`src/rtl/booth_divider_pkg.sv`:
```
// Shared arithmetic-unit definitions for the divider: FSM state codes, default width,
// and the quotient fill value returned on divide-by-zero.
package booth_divider_pkg;

  localparam int ARITH_WIDTH = 8;

  typedef logic [1:0] state_t;
  localparam state_t ST_IDLE = 2'd0;
  localparam state_t ST_ITER = 2'd1;
  localparam state_t ST_FIX  = 2'd2;
  localparam state_t ST_DONE = 2'd3;

  // Every quotient bit is set on divide-by-zero, whatever the width.
  localparam logic DBZ_QUOTIENT_FILL = 1'b1;

endpackage

```
`src/rtl/booth_divider_if.sv`:
```
// Start/done handshake and operand/result bus shared by the divider and its controller.
interface booth_divider_if import booth_divider_pkg::*; #(
  parameter int W = ARITH_WIDTH
) ();

  logic         start;
  logic [W-1:0] dividend;
  logic [W-1:0] divisor;
  logic         busy;
  logic         done;
  logic         dbz;
  logic [W-1:0] QR;
  logic [W-1:0] AC;

  modport master (output start, dividend, divisor,
                  input  busy, done, dbz, QR, AC);

  modport slave  (input  start, dividend, divisor,
                  output busy, done, dbz, QR, AC);

endinterface

```
`src/rtl/booth_divider_step.sv`:
```
// One non-restoring iteration: shift {A,Q} left, then subtract or add M by the old sign of A.
module divider_step import booth_divider_pkg::*; #(
  parameter int W = ARITH_WIDTH
) (
  input  logic [W:0]   a_i,
  input  logic         q_msb_i,
  input  logic [W-1:0] m_i,
  output logic [W:0]   a_o,
  output logic         q_bit_o
);

  logic [W:0] a_sh;

  always_comb begin
    a_sh = {a_i[W-1:0], q_msb_i};
    if (!a_i[W]) begin
      a_o = a_sh - {1'b0, m_i};
    end else begin
      a_o = a_sh + {1'b0, m_i};
    end
    q_bit_o = ~a_o[W];
  end

endmodule

```
`src/rtl/booth_divider.sv`:
```
// Sequential non-restoring divider: quotient in QR, remainder in AC, one step per clock.
// Define DIVIDER_SIGNED_EN for two's-complement operands (truncation toward zero).
module booth_divider import booth_divider_pkg::*; #(
  parameter int DIVIDEND_WIDTH = ARITH_WIDTH,
  parameter int DIVISOR_WIDTH  = ARITH_WIDTH
) (
  input logic             clk,
  input logic             rst,
  booth_divider_if.slave  bus
);

  // Both widths are required to match; the smaller is taken so a mismatch cannot overrun.
  localparam int W  = (DIVIDEND_WIDTH < DIVISOR_WIDTH) ? DIVIDEND_WIDTH : DIVISOR_WIDTH;
  localparam int CW = $clog2(W + 1);

  state_t        state_q, state_d;
  logic [W:0]    a_q, a_d;
  logic [W-1:0]  q_q, q_d;
  logic [W-1:0]  m_q, m_d;
  logic [CW-1:0] count_q, count_d;
  logic [W-1:0]  qr_q, qr_d;
  logic [W-1:0]  ac_q, ac_d;
  logic          dbz_q, dbz_d;
  logic [W:0]    a_step;
  logic          q_bit;
  logic [W-1:0]  rem_fix;
  logic [W-1:0]  dvd_mag, dvs_mag;

  divider_step #(.W(W)) u_step (
    .a_i     (a_q),
    .q_msb_i (q_q[W-1]),
    .m_i     (m_q),
    .a_o     (a_step),
    .q_bit_o (q_bit)
  );

`ifdef DIVIDER_SIGNED_EN
  logic negq_q, negq_d;
  logic negr_q, negr_d;

  assign dvd_mag = bus.dividend[W-1] ? (~bus.dividend + 1'b1) : bus.dividend;
  assign dvs_mag = bus.divisor[W-1]  ? (~bus.divisor  + 1'b1) : bus.divisor;

  always_ff @(posedge clk) begin
    if (rst) begin
      negq_q <= 1'b0;
      negr_q <= 1'b0;
    end else begin
      negq_q <= negq_d;
      negr_q <= negr_d;
    end
  end
`else
  assign dvd_mag = bus.dividend;
  assign dvs_mag = bus.divisor;
`endif

  // The true remainder always fits in W bits, so the final correction can drop the sign bit.
  assign rem_fix = a_q[W] ? (a_q[W-1:0] + m_q) : a_q[W-1:0];

  always_comb begin
    state_d = state_q;
    a_d     = a_q;
    q_d     = q_q;
    m_d     = m_q;
    count_d = count_q;
    qr_d    = qr_q;
    ac_d    = ac_q;
    dbz_d   = dbz_q;
`ifdef DIVIDER_SIGNED_EN
    negq_d  = negq_q;
    negr_d  = negr_q;
`endif
    case (state_q)
      ST_IDLE: begin
        if (bus.start) begin
          if (bus.divisor == '0) begin
            qr_d    = {W{DBZ_QUOTIENT_FILL}};
            ac_d    = bus.dividend;
            dbz_d   = 1'b1;
            state_d = ST_DONE;
          end else begin
            a_d     = '0;
            q_d     = dvd_mag;
            m_d     = dvs_mag;
            count_d = CW'(W);
            dbz_d   = 1'b0;
`ifdef DIVIDER_SIGNED_EN
            negq_d  = bus.dividend[W-1] ^ bus.divisor[W-1];
            negr_d  = bus.dividend[W-1];
`endif
            state_d = ST_ITER;
          end
        end
      end
      ST_ITER: begin
        a_d     = a_step;
        q_d     = {q_q[W-2:0], q_bit};
        count_d = count_q - 1'b1;
        if (count_q == CW'(1)) begin
          state_d = ST_FIX;
        end
      end
      ST_FIX: begin
`ifdef DIVIDER_SIGNED_EN
        qr_d = negq_q ? (~q_q + 1'b1) : q_q;
        ac_d = negr_q ? (~rem_fix + 1'b1) : rem_fix;
`else
        qr_d = q_q;
        ac_d = rem_fix;
`endif
        state_d = ST_DONE;
      end
      default: begin
        state_d = ST_IDLE;
      end
    endcase
  end

  always_ff @(posedge clk) begin
    if (rst) begin
      state_q <= ST_IDLE;
      a_q     <= '0;
      q_q     <= '0;
      m_q     <= '0;
      count_q <= '0;
      qr_q    <= '0;
      ac_q    <= '0;
      dbz_q   <= 1'b0;
    end else begin
      state_q <= state_d;
      a_q     <= a_d;
      q_q     <= q_d;
      m_q     <= m_d;
      count_q <= count_d;
      qr_q    <= qr_d;
      ac_q    <= ac_d;
      dbz_q   <= dbz_d;
    end
  end

  assign bus.busy = (state_q == ST_ITER) || (state_q == ST_FIX);
  assign bus.done = (state_q == ST_DONE);
  assign bus.dbz  = dbz_q;
  assign bus.QR   = qr_q;
  assign bus.AC   = ac_q;

endmodule

```
`src/flat_wrapper.sv`:
```
// flat-port wrapper written by rule: the top's interface ports become plain ports
module booth_divider_flat import booth_divider_pkg::*;
#(
  parameter int DIVIDEND_WIDTH = ARITH_WIDTH,
  parameter int DIVISOR_WIDTH  = ARITH_WIDTH
)
  (clk, rst, bus_start, bus_dividend, bus_divisor, bus_busy, bus_done, bus_dbz, bus_QR, bus_AC);
  booth_divider_if #(.W((8))) bus_i ();
  input logic clk;
  input logic rst;
  input wire logic [$bits(bus_i.start)-1:0] bus_start;
  input wire logic [$bits(bus_i.dividend)-1:0] bus_dividend;
  input wire logic [$bits(bus_i.divisor)-1:0] bus_divisor;
  output wire logic [$bits(bus_i.busy)-1:0] bus_busy;
  output wire logic [$bits(bus_i.done)-1:0] bus_done;
  output wire logic [$bits(bus_i.dbz)-1:0] bus_dbz;
  output wire logic [$bits(bus_i.QR)-1:0] bus_QR;
  output wire logic [$bits(bus_i.AC)-1:0] bus_AC;
  assign bus_i.start = bus_start;
  assign bus_i.dividend = bus_dividend;
  assign bus_i.divisor = bus_divisor;
  assign bus_busy = bus_i.busy;
  assign bus_done = bus_i.done;
  assign bus_dbz = bus_i.dbz;
  assign bus_QR = bus_i.QR;
  assign bus_AC = bus_i.AC;
  booth_divider #(.DIVIDEND_WIDTH(DIVIDEND_WIDTH), .DIVISOR_WIDTH(DIVISOR_WIDTH)) u_core (.clk(clk), .rst(rst), .bus(bus_i));
endmodule
```
`config.mk`:
```
export PLATFORM = sky130hd
export DESIGN_NAME = booth_divider_flat
export DESIGN_NICKNAME = d
export VERILOG_FILES = /design/src/rtl/booth_divider_pkg.sv /design/src/rtl/booth_divider_if.sv /design/src/rtl/booth_divider_step.sv /design/src/rtl/booth_divider.sv /design/src/flat_wrapper.sv
export SDC_FILE = /design/constraint.sdc
export NUM_CORES = 1
export LEC_CHECK = 0
export ABC_AREA = 1
export BUFFER_PORTS_ARGS = -buffer_cell sky130_fd_sc_hd__buf_2
export CAP_MARGIN = 40
export CORE_ASPECT_RATIO = 0.6
export CORE_MARGIN = 3
export CORE_UTILIZATION = 45
export CTS_BUF_LIST = sky130_fd_sc_hd__clkbuf_8
export DETAILED_ROUTE_END_ITERATION = 12
export PLACE_DENSITY = 0.77
export SYNTH_ARGS = -nofsm -noshare
export SYNTH_HDL_FRONTEND = slang
export SYNTH_SLANG_ARGS = --single-unit
```
`constraint.sdc`:
```
create_clock -name clk -period 3.15 [get_ports clk]
set_input_delay 0.315 -clock clk [delete_from_list [all_inputs] [get_ports clk]]
set_output_delay 0.315 -clock clk [all_outputs]
set_load 0.005 [all_outputs]
```
* Word level (Yosys, flattened, before mapping)
Index checks and enable logic that the tools add are counted.
Storage, ports and cells: bits of input ports 19, output and inout bits 19, bits in registers 48
Operators by class: multiplexer cells 22, add/subtract/negate cells 4, eq/ne operators 8, reduce and logical (&&, ||, !) cells 10, bitwise operators 2
Operators with widths (number):
- 8-bit 2-to-1 mux | 7
- 8-bit one-hot mux with 2 select lines | 3
- 9-bit 2-to-1 mux | 3
- 9-bit one-hot mux with 2 select lines | 1
- 9-bit by 8-bit adder with 9-bit output | 1
- 3-bit AND reduction | 3
- 9-bit by 8-bit subtractor with 9-bit output | 1
- 8-bit adder | 1
- 8-bit logical NOT | 1
- 4-bit 2-to-1 mux | 2
- 4-bit one-hot mux with 2 select lines | 1
- 2-bit 2-to-1 mux | 3
- 2-bit one-hot mux with 3 select lines | 1
- 2-bit equality test, second input constant | 2
- 4-bit by 1-bit equality test with 1-bit output, second input constant | 1
- 2-bit by 1-bit != test with 1-bit output, second input constant | 2
- 2-bit != test, second input constant | 2
- 2-bit AND reduction | 2
- 2-bit nonzero test | 2
- 4-bit by 1-bit subtractor with 4-bit output, second input constant | 1
- 2-bit by 1-bit equality test with 1-bit output, second input constant | 1
- 2-bit logical NOT | 1
- 1-bit inverter | 2
- 1-bit logical OR | 1
- 1-bit 2-to-1 mux | 1

* Logic depth before layout (Yosys ltp)
Gate-level depths: netlist (run 1).
word-level depth 4, mapped depth 16, mapped depth without buffers 16

* Cells and area by module
From an unflattened synthesis (run 1), not the netlist that was laid out.
Unflattened totals: cells, all modules 457, area, all modules 3090.5 um2
Modules (own cells, without submodules):
- booth_divider | times used 1, seq. area each 960.9 um2, area each 2468.6 um2, cells an instance 341
- divider_step | times used 1, seq. area each 0.0 um2, area each 621.8 um2, cells an instance 116

* Worst setup path after synthesis (run 1)
OpenSTA, ideal clock, no wires.
path type flip-flop to flip-flop, start register u_core.m_q[1], end register u_core.q_q[0], path buffers 0, library setup time 0.070 ns, required time 3.080 ns, slack 0.986 ns, data arrival time 2.094 ns, cell stages (with the launch flop) 15, cell sequence dfxtp_1 > inv_1 > ha_1 > inv_1 > o21ai_0 > inv_1 > fa_1 > nand3b_1 > nand2_1 > nand2_1 > nand2_1 > nand3_1 > nand3_1 > nand2_1 > a21oi_1
On the way: longest elaborated chain between the ends 4, elaborated cells on any way between the ends 5
RTL lines:
- start: declaration | RTL line booth_divider.sv:19 | logic [W-1:0] m_q, m_d;
- start signal: assignment | RTL line booth_divider.sv:134 | m_q <= m_d;
- 9-bit by 8-bit subtractor with 9-bit output or 9-bit by 8-bit adder with 9-bit output (tied branches) | RTL line booth_divider_step.sv:17, booth_divider_step.sv:19
- 9-bit 2-to-1 mux * | RTL line booth_divider_step.sv:16 | if (!a_i[W]) begin
- 1-bit inverter * | RTL line booth_divider_step.sv:21 | q_bit_o = ~a_o[W];
- 8-bit one-hot mux with 2 select lines * | RTL line booth_divider.sv:74 | case (state_q)
- end signal: assignment | RTL line booth_divider.sv:133 | q_q <= q_d;
- end: declaration | RTL line booth_divider.sv:18 | logic [W-1:0] q_q, q_d;
Every way passes the cells marked *; elsewhere a longest branch is shown, timed or not. A chain may end at the register's enable or synchronous reset.

* Worst setup path after layout (run 1)
Same ends and word-level chain as after synthesis.

==> results.tsv, run 1 <==
metric	value	unit
run status	finished, final reports clean	
switching share of total power	46.6	%
Floorplan Core Area	6280	um^2
switching power of the nets	1.35	mW
most used cells in the layout excluding fill and tap cells	91 x sky130_fd_sc_hd__nand2_1, 49 x sky130_fd_sc_hd__a21oi_1, 48 x sky130_fd_sc_hd__dfxtp_1	
detail-routed via count per cell	5.48	
async set-or-reset flop fraction in the synthesized netlist	0	%
cell depth of the worst flop-to-flop path	14	
die area	7730	um^2
largest net degree at the start of global routing	29	
crit path time final	2.43	ns
DRC violation count after routing	0	
antenna violations before repair	0	
Final Routed Wirelength	7.74	mm
placed wire-length estimate	5.89	mm
required time worst endpoint	3.39	ns
final-report hold violation count	0	
number of global-route vias before repair	2572	
leading cell type in the layout, fill and taps excluded	sky130_fd_sc_hd__nand2_1	
Sequential Power Share	31.4	%
Max rail drop VDD	0.445	mV
Setup Buffers After CTS	0	
clock latency reported for the late side of the worst-skew pair	0.31	ns
initial detailed-routing violation count	255	
Post-Syn Area	3010	um^2
fraction of the yosys area taken by sequential cells	32.0	%
net count after synthesis	473	
reg2reg setup slack	0.72	ns
Synth Area per Inst	7.02	um^2
unique cell type count in the Yosys netlist	35	
Max transition margin	48.0	%
startpoint of the worst setup timing path	u_core.m_q[1]	
area growth from synthesis to final layout	10.9	%
maximum buffer depth of the clock tree	2	
total global-route track usage	20.2	%
Max Fanout on Critical Path	4	
Hold Crit Class	in -> reg	
internal power consumption	1.55	mW
f_max	0.411	GHz
final sum of negative setup slack	0	ns
worst path arrival time	2.68	ns
clock tree from TritonCTS	built	
clock-pin slew of the registers on the worst-case setup and hold paths	0.09	ns
total number of placement rows	22	
count of buffers from port buffering	37	
Max Slew Vio Count	0	
fraction of final layout cells with drive strength greater than 1	13.0	%
Avg WL per Cell	14.2	um
Num CTS Buffers	5	
flops & latches, synth	48	
number of antenna-violating nets in the routed design	0	
routed vias	2981	
post-route core utilization	53.1	%
total leakage power	1.54	nW
number of instances on the worst hold path	3	
IO Count	38	
beginning of the worst register-to-register path	u_core.m_q[1]	
antenna diode instance count	0	
fraction of the cycle the final worst path needs	77.3	%
Routability Congestion	1.02	
Critical Path End Type	register	
master cell of the clock root buffer	sky130_fd_sc_hd__clkbuf_8	
kind of start point of the critical path	register	
combinational cell fraction of total power	53.0	%
Gates resized, CTS repair	0	
GRT Residual Overflow	0	
RSZ-0062 raised after global routing	false	
Post-synth top flop	sky130_fd_sc_hd__dfxtp_1	
clock sink total	48	
starting density of the core	47.9	%
horizontal extent of the die	112	um
Post-CTS Hold Fix Bufs	0	
share of power burned in the clock network	15.6	%
global-route wire length before repair	12.9	mm
Final #Nets	504	
post-route clock skew	0.00453	ns
Min-Delay Endpoint	u_core.m_q[3]	
startpoint of the tightest hold check path	bus_divisor[3]	
Post-Syn Instances	428	
CTS H-Tree Depth	2	
critical path class	reg -> reg	
total of endpoints with negative setup slack in the final report	0	
Post-synth EDFFs	0	
Die Y-Extent	69.3	um
power per cell area	867	nW/um^2
measured slew at the worst slew-check pin	0.780	ns
warning count from the yosys run	0	
worst flop-to-flop path endpoint	u_core.q_q[0]	
max-cap violations	0	
number of iterations in the first detailed-routing pass	5	
-- logic make-up after synthesis --
logic type | after synthesis | synth area share, %
AOI/OAI and AO/OA | 118 | 21.4
buffers and inverters | 62 | 9.20
DFF | 48 | 32.0
adders and majority gates | 26 | 11.3
xor gates and xnor gates | 13 | 3.79
and+or+nand+nor | 161 | 22.3
-- worst max path at each step --
stage,end,slack (ns),cells after the start
after floorplan,u_core.q_q[0],0.99,14
after global placement,u_core.q_q[0],0.86,14
after detailed placement,u_core.q_q[0],0.77,14
after CTS,u_core.q_q[0],0.73,14
after global routing,u_core.q_q[0],0.46,14
final,u_core.q_q[0],0.72,14
-- Yosys cell counts (all sizes together) (2+ instances only) --
cell / number / area, um^2
ha: 24 / 300
buf: 10 / 81.3
xor2: 8 / 70.1
fa: 2 / 40.0
xnor2: 5 / 43.8
nor3: 4 / 20.0
a31oi: 9 / 56.3
nand3: 18 / 90.1
nand3b: 2 / 15.0
nor2: 39 / 154
o21a: 2 / 15.0
clkbuf: 8 / 30.0
a21oi: 49 / 245
inv: 44 / 165
nand2: 93 / 359
nand4: 3 / 18.8
o21ai: 43 / 219
o21bai: 2 / 15.0
dfxtp: 48 / 961
o22ai: 8 / 56.3
-- area by class of cell --
class	count	area [um^2]
clock inverters	3	42.5
clock buffers	5	68.8
fillers	626	2940
multi-input cells	318	1770
repair buffers	42	223
flip-flops and latches	48	961
well taps	84	105
inverters	44	165
-- worst max-delay path: stages, from the launching register on --
cell and delay [ns]:
sky130_fd_sc_hd__dfxtp_1 0.40, sky130_fd_sc_hd__inv_1 0.12, sky130_fd_sc_hd__ha_1 0.29, sky130_fd_sc_hd__inv_1 0.03, sky130_fd_sc_hd__o21ai_0 0.20, sky130_fd_sc_hd__inv_1 0.09
sky130_fd_sc_hd__fa_1 0.43, sky130_fd_sc_hd__nand3b_1 0.17, sky130_fd_sc_hd__nand2_1 0.14, sky130_fd_sc_hd__nand2_1 0.07, sky130_fd_sc_hd__nand2_1 0.06, sky130_fd_sc_hd__nand3_1 0.08
sky130_fd_sc_hd__nand3_1 0.11, sky130_fd_sc_hd__nand2_1 0.06, sky130_fd_sc_hd__a21oi_1 0.11
-- power groups by stage --
stage | logic [mW] | clock network (mW) | registers [mW]
floorplan | 1.19 | 0 | 0.873
global placement | 1.46 | 0 | 0.909
detailed placement | 1.49 | 0 | 0.915
CTS | 1.51 | 0.457 | 0.901
global route | 1.74 | 0.479 | 0.926
finish | 1.53 | 0.451 | 0.908
-- stage by stage --
| stage | instances | hold slack [ns] | setup WS (ns) | power [mW] | area, um^2 |
|---|---|---|---|---|---|
| 2_1_floorplan | 428 | 0.450 | 0.986 | 2.06 | 3010 |
| 3_3_place_gp | 536 | 0.446 | 0.858 | 2.37 | 3220 |
| 3_5_place_dp | 536 | 0.453 | 0.774 | 2.41 | 3220 |
| 4_1_cts | 544 | 0.250 | 0.732 | 2.86 | 3330 |
| 5_1_grt | 544 | 0.253 | 0.459 | 3.14 | 3330 |
| 6_report | 544 | 0.251 | 0.716 | 2.89 | 3330 |
-- flip-flops by register name, summed over array words and instances (netlist names) --
name            count
u_core.bus.AC       8
u_core.state_q      2
u_core.a_q          9
u_core.m_q          8
u_core.count_q      4
u_core.bus.QR       8
u_core.bus.dbz      1
u_core.q_q          8
-- routing by layer --
layer  global-route usage, %  vias up  wire length (um)
li1                        -     1483                 -
met1                    32.5     1377              4040
met2                    27.4      110              2940
met3                    4.80       11               693
met4                    2.83        0                61
met5                       0        -                 0
(Power assumes the default switching activity.)
==> inputs of run 2 (changes only) <==
clock period = 2.4 ns   (was 3.15 ns; I/O delays follow)
==> results.tsv, run 2 (synthesis results as in run 1) <==
metric	value	unit	change
run status	finished, final reports clean		
Max Fanout on Critical Path	4		unchanged
Hold Crit Class	in -> reg		
register name with the most flops	u_core.a_q		
count of buffers from port buffering	37		unchanged
Floorplan Core Area	6280	um^2	unchanged
power per cell area	1120	nW/um^2	+29%
max-cap violations	0		unchanged
starting density of the core	47.9	%	unchanged
largest net degree at the start of global routing	30		+3.4%
detail-routed via count per cell	5.47		-0.16%
total of endpoints with negative setup slack in the final report	0		unchanged
fraction of the cycle the final worst path needs	95.5	%	+18 points
crit path time final	2.29	ns	-0.142 ns
post-route clock skew	0.00849	ns	+0.00395 ns
most used cells in the layout excluding fill and tap cells	89 x sky130_fd_sc_hd__nand2_1, 49 x sky130_fd_sc_hd__a21oi_1, 46 x sky130_fd_sc_hd__dfxtp_1		
GRT Residual Overflow	0		unchanged
required time worst endpoint	2.63	ns	-0.76 ns
IO Count	38		unchanged
area growth from synthesis to final layout	12.2	%	
Critical Path End Type	register		
pre-CTS setup slack	-0.0335	ns	-0.808 ns
post-route core utilization	53.8	%	+0.64 points
Max rail drop VDD	0.659	mV	+48%
reg2reg setup slack	0.11	ns	-0.61 ns
global-route wire length before repair	12.9	mm	+0.11%
antenna violations before repair	0		unchanged
CTS H-Tree Depth	2		unchanged
total leakage power	1.55	nW	+0.63%
placed wire-length estimate	6.01	mm	+2.0%
number of fill cells in the layout	594		-5.1%
measured slew at the worst slew-check pin	0.788	ns	+0.00810 ns
total number of placement rows	22		unchanged
maximum buffer depth of the clock tree	2		unchanged
Final #Nets	508		+0.79%
post-layout worst setup margin	0.108	ns	-0.608 ns
kind of start point of the critical path	register		
clock latency reported for the late side of the worst-skew pair	0.31	ns	about the same
die area	7730	um^2	unchanged
number of antenna-violating nets in the routed design	0		unchanged
Post-CTS Hold Fix Bufs	0		unchanged
clock tree from TritonCTS	built		
Routability Congestion	1.03		+0.40%
Max Slew Vio Count	0		unchanged
master cell of the clock root buffer	sky130_fd_sc_hd__clkbuf_8		
clock sink total	48		unchanged
routed vias	2998		+0.57%
beginning of the worst register-to-register path	u_core.m_q[0]		
Avg WL per Cell	14.4	um	+1.3%
cell depth of the worst flop-to-flop path	12		-2
horizontal extent of the die	112	um	unchanged
DRC violation count after routing	0		unchanged
initial detailed-routing violation count	276		+8.2%
startpoint of the worst setup timing path	u_core.m_q[0]		
number of global-route vias before repair	2620		+1.9%
startpoint of the tightest hold check path	bus_divisor[3]		
leading cell type in the layout, fill and taps excluded	sky130_fd_sc_hd__nand2_1		
Num CTS Buffers	5		unchanged
Final Routed Wirelength	7.90	mm	+2.1%
Setup Buffers After CTS	0		unchanged
total global-route track usage	20.2	%	about the same
Die Y-Extent	69.3	um	unchanged
clock-pin slew of the registers on the worst-case setup and hold paths	0.09	ns	about the same
Largest register FFs	9		unchanged
timing endpoint of the critical path	u_core.a_q[8]		
f_max	0.436	GHz	+6.2%
critical path class	reg -> reg		
number of iterations in the first detailed-routing pass	5		unchanged
final-report hold violation count	0		unchanged
Max transition margin	47.4	%	-0.60 points
antenna diode instance count	0		unchanged
RSZ-0062 raised after global routing	true		
worst path arrival time	2.53	ns	-0.15 ns
worst flop-to-flop path endpoint	u_core.a_q[8]		
fraction of final layout cells with drive strength greater than 1	15.7	%	+2.7 points
run 2: layout make-up:
cell class	instances	area (um^2)	area share [%]
multi-input combinational	318	1790	53.1
sequential	48	968	28.7
timing repair buffer	46	253	7.49
inverter	44	165	4.89
tap	84	105	3.11
clock buffer	5	68.8	2.04
clock inverter	3	23.8	0.704
run 2: layer usage:
layer / vias up / global-route usage [%] / routed length (um)
met5: - / 0 / 0
met4: 0 / 3.64 / 30
met3: 5 / 4.62 / 672
met2: 126 / 27.7 / 3160
met1: 1379 / 32.0 / 4040
li1: 1488 / - / -
run 2: worst min-delay path by stage:
| stage | cells past startpoint | end | slack [ns] |
|---|---|---|---|
| after CTS | 3 | u_core.m_q[3] | 0.17 |
| after floorplan | 2 | u_core.m_q[3] | 0.37 |
| after global placement | 2 | u_core.bus.QR[7] | 0.44 |
| final | 3 | u_core.m_q[3] | 0.18 |
| after detailed placement | 2 | u_core.bus.QR[1] | 0.45 |
| after global routing | 3 | u_core.m_q[3] | 0.17 |
run 2: per-stage QoR:
stage | cell area [um^2] | setup TNS (ns) | hold WS (ns) | instances | power, mW
2_1_floorplan | 3010 | 0 | 0.375 | 428 | 2.70
3_3_place_gp | 3250 | 0 | 0.445 | 540 | 3.13
3_5_place_dp | 3250 | -0.0335 | 0.451 | 540 | 3.18
4_1_cts | 3350 | 0 | 0.166 | 548 | 3.69
5_1_grt | 3370 | 0 | 0.169 | 548 | 4.08
6_report | 3370 | 0 | 0.180 | 548 | 3.77
run 2: timing repair:
item,in CTS,in global routing
pin swaps,0,1
resized for setup,1,11
setup endpoints to repair,2,6
hold endpoints to repair,0,0
run 2: worst max-delay path: stages (launching register included):
cell and delay [ns]:
sky130_fd_sc_hd__dfxtp_4 0.37, sky130_fd_sc_hd__nor3_2 0.22, sky130_fd_sc_hd__nand2_1 0.10, sky130_fd_sc_hd__o31ai_1 0.24, sky130_fd_sc_hd__xor2_1 0.21, sky130_fd_sc_hd__ha_1 0.30, sky130_fd_sc_hd__nand2_1 0.11, sky130_fd_sc_hd__inv_1 0.06
sky130_fd_sc_hd__a21oi_1 0.17, sky130_fd_sc_hd__nand2_1 0.08, sky130_fd_sc_hd__nand3_1 0.09, sky130_fd_sc_hd__nand3_1 0.11, sky130_fd_sc_hd__a21oi_1 0.17
run 2: report_power, final:
part           total (mW)  internal (mW)  leakage [nW]  switching, mW
logic                2.05          0.749          1.12           1.30
clock network       0.509          0.207        0.0404          0.302
registers            1.21           1.00         0.394          0.205
==> inputs of run 3 (changes only) <==
CELL_PAD_IN_SITES_DETAIL_PLACEMENT = 1   (was default)
CELL_PAD_IN_SITES_GLOBAL_PLACEMENT = 1   (was default)
CORE_UTILIZATION = 43   (was 45)
PLACE_DENSITY = 0.94   (was 0.77)
==> results.tsv, run 3 (synthesis results as in run 1) <==
metric	value	unit	change
power per cell area	1220	nW/um^2	+9.5%
total of endpoints with negative setup slack in the final report	0		unchanged
Num CTS Buffers	5		unchanged
Critical Path Max Stage Delay	0.38	ns	about the same
RSZ-0062 raised after global routing	true		
antenna violations before repair	0		unchanged
switching power of the nets	2.06	mW	+14%
critical path class	reg -> reg		
routed vias	3114		+3.9%
Largest register FFs	9		unchanged
placed wire-length estimate	7.15	mm	+19%
share of power burned in the clock network	15.1	%	+1.6 points
leading cell type in the layout, fill and taps excluded	sky130_fd_sc_hd__nand2_1		
clock tree from TritonCTS	built		
critical path, cell by cell	inv_2, ha_4, nand3_1, nand2_1, xor2_1, ha_1, buf_4, a21oi_1, o21a_1, nand2_1, nor2_1, nor2_2, nand2_1, a21oi_1		
most used cells in the layout excluding fill and tap cells	86 x sky130_fd_sc_hd__nand2_1, 45 x sky130_fd_sc_hd__a21oi_1, 43 x sky130_fd_sc_hd__dfxtp_1		
reg2reg setup slack	0.09	ns	-0.02 ns
number of global-route vias before repair	3059		+17%
measured slew at the worst slew-check pin	0.807	ns	+0.0195 ns
clock latency reported for the late side of the worst-skew pair	0.32	ns	about the same
DRC violation count after routing	0		unchanged
horizontal extent of the die	114	um	+2.2%
clock-pin slew of the registers on the worst-case setup and hold paths	0.10	ns	about the same
Min-Delay Endpoint	u_core.m_q[3]		
kind of start point of the critical path	register		
CTS H-Tree Depth	2		unchanged
Routability Congestion	0.947		-7.7%
most frequent cell on the critical path	sky130_fd_sc_hd__nand2_1		
initial detailed-routing violation count	127		-54%
clock sink total	48		unchanged
starting density of the core	46.7	%	-1.2 points
Post-CTS Hold Fix Bufs	0		unchanged
number of iterations in the first detailed-routing pass	4		-1
Sequential Power Share	28.7	%	-3.4 points
required time worst endpoint	2.60	ns	-0.03 ns
Max transition margin	46.1	%	-1.3 points
WP buf/inv	2		+1
worst path arrival time	2.51	ns	-0.02 ns
area growth from synthesis to final layout	17.9	%	
die area	8060	um^2	+4.3%
crit path time final	2.31	ns	+0.0225 ns
Max Fanout on Critical Path	4		unchanged
fraction of the cycle the final worst path needs	96.4	%	+0.94 points
Floorplan Core Area	6440	um^2	+2.6%
register name with the most flops	u_core.a_q		
cell depth of the worst flop-to-flop path	14		+2
Die Y-Extent	70.8	um	+2.1%
number of instances on the worst hold path	3		unchanged
post-route clock skew	0.0144	ns	+0.00589 ns
total leakage power	1.62	nW	+4.5%
number of antenna-violating nets in the routed design	0		unchanged
antenna diode instance count	0		unchanged
run status	finished, final reports clean		
final sum of negative setup slack	0	ns	unchanged
master cell of the clock root buffer	sky130_fd_sc_hd__clkbuf_8		
Critical Path End Type	register		
fraction of final layout cells with drive strength greater than 1	21.0	%	+5.3 points
crit-path leading delay family	simple AND/OR/NAND/NOR gates		
worst flop-to-flop path endpoint	u_core.a_q[7]		
maximum buffer depth of the clock tree	2		unchanged
beginning of the worst register-to-register path	u_core.m_q[0]		
total global-route track usage	24.2	%	+4.0 points
switching share of total power	47.7	%	-0.24 points
total number of placement rows	22		unchanged
detail-routed via count per cell	5.61		+2.6%
largest net degree at the start of global routing	29		-3.3%
pre-CTS setup slack	-0.130	ns	-0.0966 ns
global-route wire length before repair	15.6	mm	+21%
max-cap violations	0		unchanged
Max Slew Vio Count	0		unchanged
startpoint of the tightest hold check path	bus_divisor[3]		
internal power consumption	2.26	mW	+15%
combinational cell fraction of total power	56.2	%	+1.8 points
post-layout worst setup margin	0.0856	ns	-0.0225 ns
Max rail drop VDD	0.577	mV	-12%
Critical-path top delay cell	sky130_fd_sc_hd__dfxtp_4		
post-layout instance count excluding filler cells	555		+1.3%
Avg WL per Cell	17.8	um	+24%
Final #Nets	515		+1.4%
count of buffers from port buffering	37		unchanged
Hold Crit Class	in -> reg		
final-report hold violation count	0		unchanged
GRT Residual Overflow	0		unchanged
Final Routed Wirelength	9.89	mm	+25%
IO Count	38		unchanged
f_max	0.432	GHz	-0.97%
instance count after placement with tap cells included	540		unchanged
-- run 3: final cells by class --
type / count / area [um^2]
Multi-Input combinational cell: 318 / 1870
Clock inverter: 2 / 38.8
Timing Repair Buffer: 53 / 305
Tap cell: 84 / 105
Clock buffer: 6 / 82.6
Sequential cell: 48 / 972
Fill cell: 843 / 2900
Inverter: 44 / 165
-- run 3: how the worst max path moves through the flow --
stage / startpoint / end / slack [ns] / cells after the start
after CTS: u_core.m_q[1] / u_core.a_q[7] / 0.02 / 14
after global placement: u_core.m_q[0] / u_core.q_q[0] / 0.11 / 14
final: u_core.m_q[0] / u_core.a_q[7] / 0.09 / 14
after floorplan: u_core.m_q[1] / u_core.q_q[0] / 0.24 / 14
after detailed placement: u_core.m_q[0] / u_core.q_q[0] / -0.13 / 14
after global routing: u_core.m_q[4] / u_core.a_q[7] / -0.07 / 14
-- run 3: metrics by stage --
| stage | power, mW | utilization, % | area, um^2 | hold WS (ns) |
|---|---|---|---|---|
| after floorplan | 2.70 | - | 3010 | 0.375 |
| after global placement | 3.16 | 50.5 | 3250 | 0.447 |
| after detailed placement | 3.29 | 50.5 | 3250 | 0.451 |
| after CTS | 3.97 | 52.5 | 3380 | 0.164 |
| after global routing | 4.66 | 55.0 | 3540 | 0.170 |
| final | 4.33 | 55.0 | 3540 | 0.171 |
-- run 3: worst register-to-register path, cell delays in order (launching register included) --
cell                      delay [ns]
sky130_fd_sc_hd__dfxtp_4        0.38
sky130_fd_sc_hd__inv_2          0.08
sky130_fd_sc_hd__ha_4           0.14
sky130_fd_sc_hd__nand3_1        0.10
sky130_fd_sc_hd__nand2_1        0.14
sky130_fd_sc_hd__xor2_1         0.24
sky130_fd_sc_hd__ha_1           0.30
sky130_fd_sc_hd__buf_4          0.15
sky130_fd_sc_hd__a21oi_1        0.14
sky130_fd_sc_hd__o21a_1         0.14
sky130_fd_sc_hd__nand2_1        0.08
sky130_fd_sc_hd__nor2_1         0.12
sky130_fd_sc_hd__nor2_2         0.05
sky130_fd_sc_hd__nand2_1        0.06
sky130_fd_sc_hd__a21oi_1        0.06
-- run 3: layer usage --
layer / GRT usage [%] / routed length, um
met5: 0 / 0
met4: 5.27 / 106
met3: 4.70 / 550
met2: 38.8 / 4490
met1: 33.9 / 4750
-- run 3: timing repair --
| item | CTS | global route |
|---|---|---|
| pin swaps | 0 | 10 |
| endpoints found under the setup margin | 6 | 5 |
| setup buffers | 0 | 7 |
| gates resized for setup | 4 | 31 |
-- run 3: power groups by stage --
stage / clock (mW) / combinational (mW) / sequential (mW)
floorplan: 0 / 1.56 / 1.15
global placement: 0 / 1.96 / 1.21
detailed placement: 0 / 2.07 / 1.22
CTS: 0.652 / 2.11 / 1.21
global route: 0.687 / 2.71 / 1.26
finish: 0.655 / 2.43 / 1.24
